`src/rtl/cfi_shadow_stack_ctrl.sv`:
```
// cfi_shadow_stack_ctrl: shadow-stack CFI op controller with an on-chip top-of-stack buffer
// that spills its oldest entry to memory on overflow and fills from memory on underflow.
module cfi_shadow_stack_ctrl #(
  parameter int XLEN = 64,
  parameter int DEPTH = 8,
  parameter logic [XLEN-1:0] SSP_BASE = 64'h8000_1000,
  parameter logic [XLEN-1:0] SSP_LIMIT = 64'h8000_0000
) (
  input  logic            clk_i,
  input  logic            rst_ni,
  input  logic            op_valid_i,
  output logic            op_ready_o,
  input  logic [1:0]      op_i,
  input  logic [XLEN-1:0] op_data_i,
  output logic            rsp_valid_o,
  output logic [XLEN-1:0] rsp_data_o,
  output logic            cfi_fault_o,
  output logic [XLEN-1:0] ssp_o,
  output logic            mem_req_o,
  output logic            mem_we_o,
  output logic [XLEN-1:0] mem_addr_o,
  output logic [XLEN-1:0] mem_wdata_o,
  input  logic            mem_gnt_i,
  input  logic            mem_rvalid_i,
  input  logic [XLEN-1:0] mem_rdata_i
);
  localparam int AW = $clog2(DEPTH);
  localparam logic [XLEN-1:0] W = XLEN'(XLEN / 8);
  localparam logic [AW:0] FULL = (AW+1)'(DEPTH);
  localparam logic [AW:0] ONE = (AW+1)'(1);
  localparam logic [2:0] IDLE = 3'd0, SPILL = 3'd1, FILL_REQ = 3'd2, FILL_WAIT = 3'd3, RESP = 3'd4;
  localparam logic [1:0] PUSH = 2'b00, POPCHK = 2'b01, POP = 2'b10, RDSSP = 2'b11;

  logic [2:0]      state;
  logic [XLEN-1:0] ssp, rsp_q, data_q;
  logic [1:0]      op_q;
  logic            fault_q;
  logic [AW:0]     cnt;
  logic [AW-1:0]   top, oldest;
  logic [XLEN-1:0] stk [DEPTH];
  logic            accept, at_limit, push_wr;
  logic [XLEN-1:0] ssp_dn, ssp_up, top_val, push_val;

  // top indexes the entry at SSP; the entry count-1 slots above it is the oldest
  assign accept = op_valid_i && state == IDLE;
  assign at_limit = ssp < SSP_LIMIT + W;
  assign ssp_dn = ssp - W;
  assign ssp_up = ssp + W;
  assign oldest = top + cnt[AW-1:0] - AW'(1);
  assign top_val = stk[top];
  assign push_wr = (accept && op_i == PUSH && !at_limit && cnt != FULL) || (state == SPILL && mem_gnt_i);
  assign push_val = state == SPILL ? data_q : op_data_i;

  assign op_ready_o = state == IDLE;
  assign rsp_valid_o = state == RESP;
  assign rsp_data_o = rsp_valid_o ? rsp_q : '0;
  assign cfi_fault_o = rsp_valid_o && fault_q;
  assign ssp_o = ssp;
  assign mem_req_o = state == SPILL || state == FILL_REQ;
  assign mem_we_o = state == SPILL;
  assign mem_addr_o = state == SPILL ? ssp + XLEN'(DEPTH - 1) * W : state == FILL_REQ ? ssp : '0;
  assign mem_wdata_o = mem_we_o ? stk[oldest] : '0;

  always_ff @(posedge clk_i)
    if (push_wr) stk[top - AW'(1)] <= push_val;

  always_ff @(posedge clk_i or negedge rst_ni) begin
    if (!rst_ni) begin
      state <= IDLE;
      ssp <= SSP_BASE;
      cnt <= '0;
      top <= '0;
      op_q <= PUSH;
      data_q <= '0;
      rsp_q <= '0;
      fault_q <= 1'b0;
    end else begin
      case (state)
        IDLE: if (op_valid_i) begin
          op_q <= op_i;
          data_q <= op_data_i;
          fault_q <= 1'b0;
          rsp_q <= ssp;
          state <= RESP;
          if (op_i == PUSH) begin
            if (at_limit) fault_q <= 1'b1;
            else if (cnt == FULL) state <= SPILL;
            else begin
              ssp <= ssp_dn;
              top <= top - AW'(1);
              cnt <= cnt + ONE;
              rsp_q <= ssp_dn;
            end
          end else if (op_i != RDSSP) begin
            if (ssp == SSP_BASE) begin
              fault_q <= 1'b1;
              rsp_q <= op_i == POP ? '0 : ssp;
            end else if (cnt != '0) begin
              ssp <= ssp_up;
              top <= top + AW'(1);
              cnt <= cnt - ONE;
              rsp_q <= op_i == POP ? top_val : ssp_up;
              fault_q <= op_i == POPCHK && top_val != op_data_i;
            end else state <= FILL_REQ;
          end
        end
        // the spilled slot is reused for the new top, so count stays at DEPTH
        SPILL: if (mem_gnt_i) begin
          ssp <= ssp_dn;
          top <= top - AW'(1);
          rsp_q <= ssp_dn;
          state <= RESP;
        end
        FILL_REQ: if (mem_gnt_i) state <= FILL_WAIT;
        FILL_WAIT: if (mem_rvalid_i) begin
          ssp <= ssp_up;
          rsp_q <= op_q == POP ? mem_rdata_i : ssp_up;
          fault_q <= op_q == POPCHK && mem_rdata_i != data_q;
          state <= RESP;
        end
        RESP: state <= IDLE;
        default: state <= IDLE;
      endcase
    end
  end
endmodule
```
`config.mk`:
```
export PLATFORM = sky130hd
export DESIGN_NAME = cfi_shadow_stack_ctrl
export DESIGN_NICKNAME = d
export VERILOG_FILES = /design/src/rtl/cfi_shadow_stack_ctrl.sv
export SDC_FILE = /design/constraint.sdc
export NUM_CORES = 2
export LEC_CHECK = 0
export ABC_CLOCK_PERIOD_IN_PS = 7600
export BUFFER_PORTS_ARGS = -buffer_cell sky130_fd_sc_hd__buf_2
export CORE_MARGIN = 2
export CORE_UTILIZATION = 45
export CTS_BUF_LIST = sky130_fd_sc_hd__clkbuf_4 sky130_fd_sc_hd__clkbuf_8
export DETAILED_ROUTE_END_ITERATION = 12
export PLACE_DENSITY = 0.6
export SLEW_MARGIN = 20
export SYNTH_ARGS = -nofsm -noshare
export SYNTH_HDL_FRONTEND = slang
export SYNTH_SLANG_ARGS = --single-unit
```
`constraint.sdc`:
```
create_clock -name clk_i -period 7.6 [get_ports clk_i]
set_input_delay 0 -clock clk_i [delete_from_list [all_inputs] [get_ports clk_i]]
set_output_delay 0 -clock clk_i [all_outputs]
set_load 0.05 [all_outputs]
```
* Yosys cells after proc, flatten, opt, wreduce, memory -nomap -nowiden
Memory sizes are Yosys's and may differ from the RTL's.
Index checks and enable logic that the tools add are counted.
** Cells by class
- Add/sub/neg operators :: 9
- $lt $le $gt $ge :: 1
- Equality and inequality tests :: 26
- Muxes and demuxes :: 61
- Reduce and logical (&&, ||, !) cells :: 26
** Operators by type and width (number)
- $mux W64 :: 23
- $pmux W64 S3 :: 2
- $ne A64 B64 Y1 :: 2
- $add A64 B4 Y64 const B :: 1
- $add A64 B6 Y64 const B :: 1
- $eq A64 B32 Y1 const B :: 1
- $lt A64 B32 Y1 const B :: 1
- $sub A64 B4 Y64 const B :: 1
- $mux W3 :: 18
- $mux W4 :: 6
- $ne A2 B2 Y1 const B :: 7
- $reduce_and A7 Y1 :: 2
- $pmux W3 S4 :: 1
- $mux W1 :: 9
- $ne A3 B3 Y1 const B :: 3
- $logic_and A1 B1 Y1 :: 8
- $reduce_and A4 Y1 :: 2
- $reduce_and A8 Y1 :: 1
- $reduce_bool A2 Y1 :: 4
- $eq A3 B2 Y1 const B :: 2
- $ne A3 B1 Y1 const B :: 2
- $pmux W3 S2 :: 1
- $sub A3 B1 Y3 const B :: 2
- $add A4 B1 Y4 const B :: 1
- other kinds (19) :: 22
** Storage, ports and cells
- Flip-flop bits (word level) :: 205
- Bits in writable memories :: 512
- Bits of input ports :: 135
- Output and inout bits :: 261
- Logic and storage cells :: 132
- Memories kept :: 1
** Memories
- stk :: words 8, width 64, read ports 2, clocked after Yosys merged registers in 0, wr ports 1, line 40 : logic [XLEN-1:0] stk [DEPTH];

* Depth between registers and ports, before layout
An unclocked memory read counts as a cell.
- Depth in word-level cells :: 9
- Depth in mapped cells :: 14
- Gate-level depth less buffers :: 10

* Least setup slack after synthesis
Ideal clock, no wire load.
- Path kind :: flip-flop to flip-flop
- Start point :: reg state[0]
- End point :: mem stk[7][0], enable pin
- Library setup time :: 565 ps
- Arrival time :: 6901 ps
- Required time :: 7035 ps
- Path slack :: 135 ps
- Cell stages (with the launch flop) :: 7
- Path buffers :: 1
- Clock period less this slack :: 7465 ps
- Cells stage by stage :: dfrtp_1 -> clkbuf_1 -> nor3_1 -> nand2_1 -> o21ai_0 -> nand2b_1 -> nor3_1
** Between the ends
- Longest elaborated chain between the ends :: 8
- Elaborated cells on any way between the ends :: 10
- Classes of those cells :: eq/ne: 1; mux: 2; reduce/logical: 7
** Ends and longest elaborated chain
- from (decl) :: line 34 : logic [2:0] state;
- from (signal assigned) :: line 69 : state <= IDLE;
- from (signal assigned) :: line 84 : state <= RESP;
- from (signal assigned) :: line 87 : else if (cnt == FULL) state <= SPILL;
- $logic_not A3 Y1
- via op_ready_o :: line 12 : output logic op_ready_o,
- $logic_and A1 B1 Y1 :: line 45 : assign accept = op_valid_i && state == IDLE;
- $logic_and A1 B1 Y1 (3 in a row) :: line 51 : assign push_wr = (accept && op_i == PUSH && !at_limit && cnt != FULL) || (state == SPILL && mem_gnt_i);
- $logic_or A1 B1 Y1 :: line 51
- $mux W1 :: line 65 : if (push_wr) stk[top - AW'(1)] <= push_val;
- $mux W1 (not written as such) :: line 65
- to (decl) :: line 40
The timed path passes the listed nets, and every way through them passes these cells.

* Final worst setup path
- Start point :: reg top[0]
- End point :: out mem_wdata_o[1]
** Between the ends
- Longest elaborated chain between the ends :: 4
** Ends and longest elaborated chain
- from (decl) :: line 39 : logic [AW-1:0] top, oldest;
- from (signal assigned) :: line 90 : top <= top - AW'(1);
- from (signal assigned) :: line 100 : top <= top + AW'(1);
- from (signal assigned) :: line 110 : top <= top - AW'(1);
- $add A3 B3 Y3 :: line 49 : assign oldest = top + cnt[AW-1:0] - AW'(1);
- $sub A3 B1 Y3 :: line 49
- $mem_v2 Z8 W64
- $mux W64 :: line 62 : assign mem_wdata_o = mem_we_o ? stk[oldest] : '0;
- to (decl) :: line 22 : output logic [XLEN-1:0] mem_wdata_o,
No other way between the ends.

==> impl_metrics.env <==
export IMPL_placement_row_count=113
export IMPL_synth_adder_area_share=0.00307
export IMPL_critical_path_fanout_max=64
export IMPL_numPortBuffers=389
export IMPL_rr_startpoint="ssp_o[53]$_DFFE_PN0P_"
export IMPL_numClockSinks=714
export IMPL_timing_final_hold_violations=0
export IMPL_type_of_origin_of_the_critical_path="flop"
export IMPL_cts_made_buffers=121
export IMPL_cts_hold_fix_buffers=180
export IMPL_yosys_register_bits=714
export IMPL_grt_antenna_before_repair=10
export IMPL_seqCellArea_mm2=0.0204
export IMPL_fin_crit_sh=0.704
export IMPL_worst_setup_path_type="reg2out"
export IMPL_globalRoute_totalOverflow=0
export IMPL_cts_tree="yes"
export IMPL_grt_first_pass_wirelength_mm=278
export IMPL_synth_compound_gate_area_share=0.142
export IMPL_post_synth_top_area_fraction=0.355
export IMPL_outcome="complete, no violations"
export IMPL_async_flop_share=0.283
export IMPL_post_dp_cell_area_mm2=0.0463
export IMPL_period_needed_ns=5.35
export IMPL_initial_core_util=0.455
export IMPL_synth_yosys_seq_area_share=0.472
export IMPL_area_growth_synth_to_final_pct=17.6
export IMPL_synth_ff_type="edfxtp_1"
export IMPL_place_inst=5642
export IMPL_crit_required_ns=7.60
export IMPL_final_design_area_no_fill_mm2=0.0509
export IMPL_nets=4826
export IMPL_finClkSkew_ns=0.0566
export IMPL_gp_congestion=1.01
export IMPL_core_area_mm2=0.0952
export IMPL_detail_route_iter0_violations=6648
export IMPL_multi_input_comb_area_mm2=0.0214
export IMPL_yosysWarningCount=0
export IMPL_clkSlewWorstSetupHoldPaths_ns=0.07
export IMPL_achievable_frequency_mhz=187
export IMPL_via_per_inst=6.69
export IMPL_chipHeight_um=314
export IMPL_final_setup_worst_slack_ns=2.25
export IMPL_layout_cells_non_filler=6060
export IMPL_timing_hold_ws_ns=0.0455
export IMPL_static_leakage_power_nw=19.0
export IMPL_syn_instance_count=4255
export IMPL_max_cap_viol_count=0
export IMPL_synth_xor_xnor_area_share=0.0314
export IMPL_via_count_of_the_first_global_routing_pass=37384
export IMPL_fraction_of_met2_tracks_used_by_global_routing=0.576
export IMPL_final_fill_count=8583
export IMPL_wl_per_cell_um=32.8
export IMPL_timing_worst_slew_pin_value_ns=1.17
export IMPL_drc=0
export IMPL_synth_edff_count=512
export IMPL_cp_arrival_ns=5.35
export IMPL_grt_max_degree=134
export IMPL_report_power_total_mw=23.8
export IMPL_yosys_area_top_type="edfxtp_1"
export IMPL_utilization=0.534
export IMPL_io_pin_count=396
export IMPL_worst_slew_margin=0.215
export IMPL_cts_buffer_depth=3
export IMPL_dp_worst_setup_slack_ns=2.68
export IMPL_dominant_combinational_cell_family_by_area_after_synthesis="simple AND/OR/NAND/NOR gates"
export IMPL_die_area_mm2=0.0986
export IMPL_mapped_area_mm2=0.0433
export IMPL_grt_setup_unrepaired="no"
export IMPL_vdd_ir_drop_max_uv=521
export IMPL_yosys_mux_area_fraction=0.134
export IMPL_synth_simple_gate_area_frac=0.179
export IMPL_grtUsageMet3=0.110
export IMPL_synth_most_common_cell="nand2_1"
export IMPL_vias=40550
export IMPL_min_delay_path_class="in2reg"
export IMPL_busiest_layer="met2"
export IMPL_post_cts_resized_instances=0
export IMPL_setup_violations=0
export IMPL_slew_violations=0
export IMPL_groute_usage_overall=0.392
export IMPL_ctsRootBufferMaster="clkbuf_8"
export IMPL_start_point_of_the_worst_min_delay_path="op_data_i[11]"
export IMPL_netlist_top_cells_count="nand2_1 (740), edfxtp_1 (512), o21ai_0 (307)"
export IMPL_wl_mm=199
export IMPL_setup_worst_path_end_class="output port"
export IMPL_startpoint="top[0]$_DFFE_PN0P_"
export IMPL_h_tree_depth=3
export IMPL_postSynthAreaPerCell_um2=10.2
export IMPL_post_route_cells_drive_above_1_share=0.219
export IMPL_cts_setup_buffers=0
export IMPL_postRouteAntennaNets=0
export IMPL_firstDrtPassIters=8
export IMPL_gr_usage_met1=0.526
export IMPL_post_dp_hpwl_mm=136
export IMPL_clk_latency_ns=0.82
export IMPL_power_density_cell_area_mw_per_mm2=467
export IMPL_die_w_um=314
export IMPL_finalSetupTns_ns=0
export IMPL_synthTopCellsByArea="edfxtp_1 (36%), dfrtp_1 (12%), mux4_2 (9.6%)"
export IMPL_synth_cell_type_count=96
[final timing paths]
path	endpoint	slack (ns)	cells past startpoint
worst min register to register	rsp_q[0]$_DFFE_PN0P_	0.48	2
worst min-delay path	data_q[11]$_DFFE_PN0P_	0.05	4
worst max-delay path	mem_wdata_o[1]	2.25	10
worst max register to register	stk[0][58]$_DFFE_PP_	2.48	10
max in group asynchronous	top[0]$_DFFE_PN0P_	6.10	4
min in group asynchronous	ssp_o[31]$_DFFE_PN1P_	0.37	3
[final cells by class]
type | instances | area share
Multi-Input combinational cell | 3144 | 0.421
Sequential cell | 714 | 0.402
Timing Repair Buffer | 665 | 0.0899
Clock buffer | 175 | 0.0437
Tap cell | 1265 | 0.0311
Clock inverter | 57 | 0.00994
Inverter | 35 | 0.00263
Antenna cell | 5 | 0.000246
[per-layer routing]
layer  vias up  part of all wire
met3       547              0.13
li1      16875                 -
met1     19994              0.37
met2      3126              0.43
met5         -           0.00027
met4         8             0.062
[cell usage in the layout (no fill, tap or decap), types with 27 or more instances in the layout]
cell	netlist	layout
nand3_1	66	66
and3_1	27	27
o211ai_1	30	30
clkbuf_8	0	145
nand4_1	62	62
nand2_1	740	737
nor3_1	132	126
clkbuf_4	0	30
mux2_2	83	83
or3_1	65	65
buf_4	12	89
and2_1	87	86
a31oi_1	60	60
xnor2_1	60	59
a211oi_1	35	35
dfrtp_1	200	198
xor2_1	95	94
edfxtp_1	512	512
buf_2	50	388
o21ai_0	307	307
dlygate4sd3_1	0	179
mux2i_1	70	70
nor2_1	270	263
mux4_2	185	185
inv_1	32	31
o22ai_1	66	66
nor4_1	71	69
a21oi_1	260	259
[where the power goes]
group | internal (mW) | switching (mW)
logic | 4.56 | 9.20
clock network | 2.16 | 1.75
registers | 5.02 | 1.07
total | 11.7 | 12.0
[critical path, stage by stage, from the launching register on]
cell and delay [ns]:
dfrtp_4 0.67, clkinv_1 0.60, ha_4 0.38, inv_1 0.08, ha_4 0.13, xor2_1 0.48
xnor2_2 0.18, buf_4 0.84, nand2_1 0.10, a21oi_1 0.66, buf_2 0.39
[state kept, by name, summed over array words and instances, names as in the netlist]
| register | count |
|---|---|
| top | 3 |
| ssp_o | 61 |
| state | 3 |
| stk | 512 |
| cnt | 4 |
| rsp_q | 64 |
| fault_q | 1 |
| op_q | 2 |
| data_q | 64 |
[kinds of logic (layout without fill, tap and decap cells)]
family / after synthesis / count (layout)
muxes: 338 / 338
adders and majority gates: 10 / 10
other: 1 / 11
xor gates and xnor gates: 155 / 155
and+or+nand+nor: 1639 / 1639
DFF: 714 / 714
buffers and inverters: 402 / 932
AOI/OAI and AO/OA: 996 / 996
No activity file was read; power rests on OpenSTA's default activity.
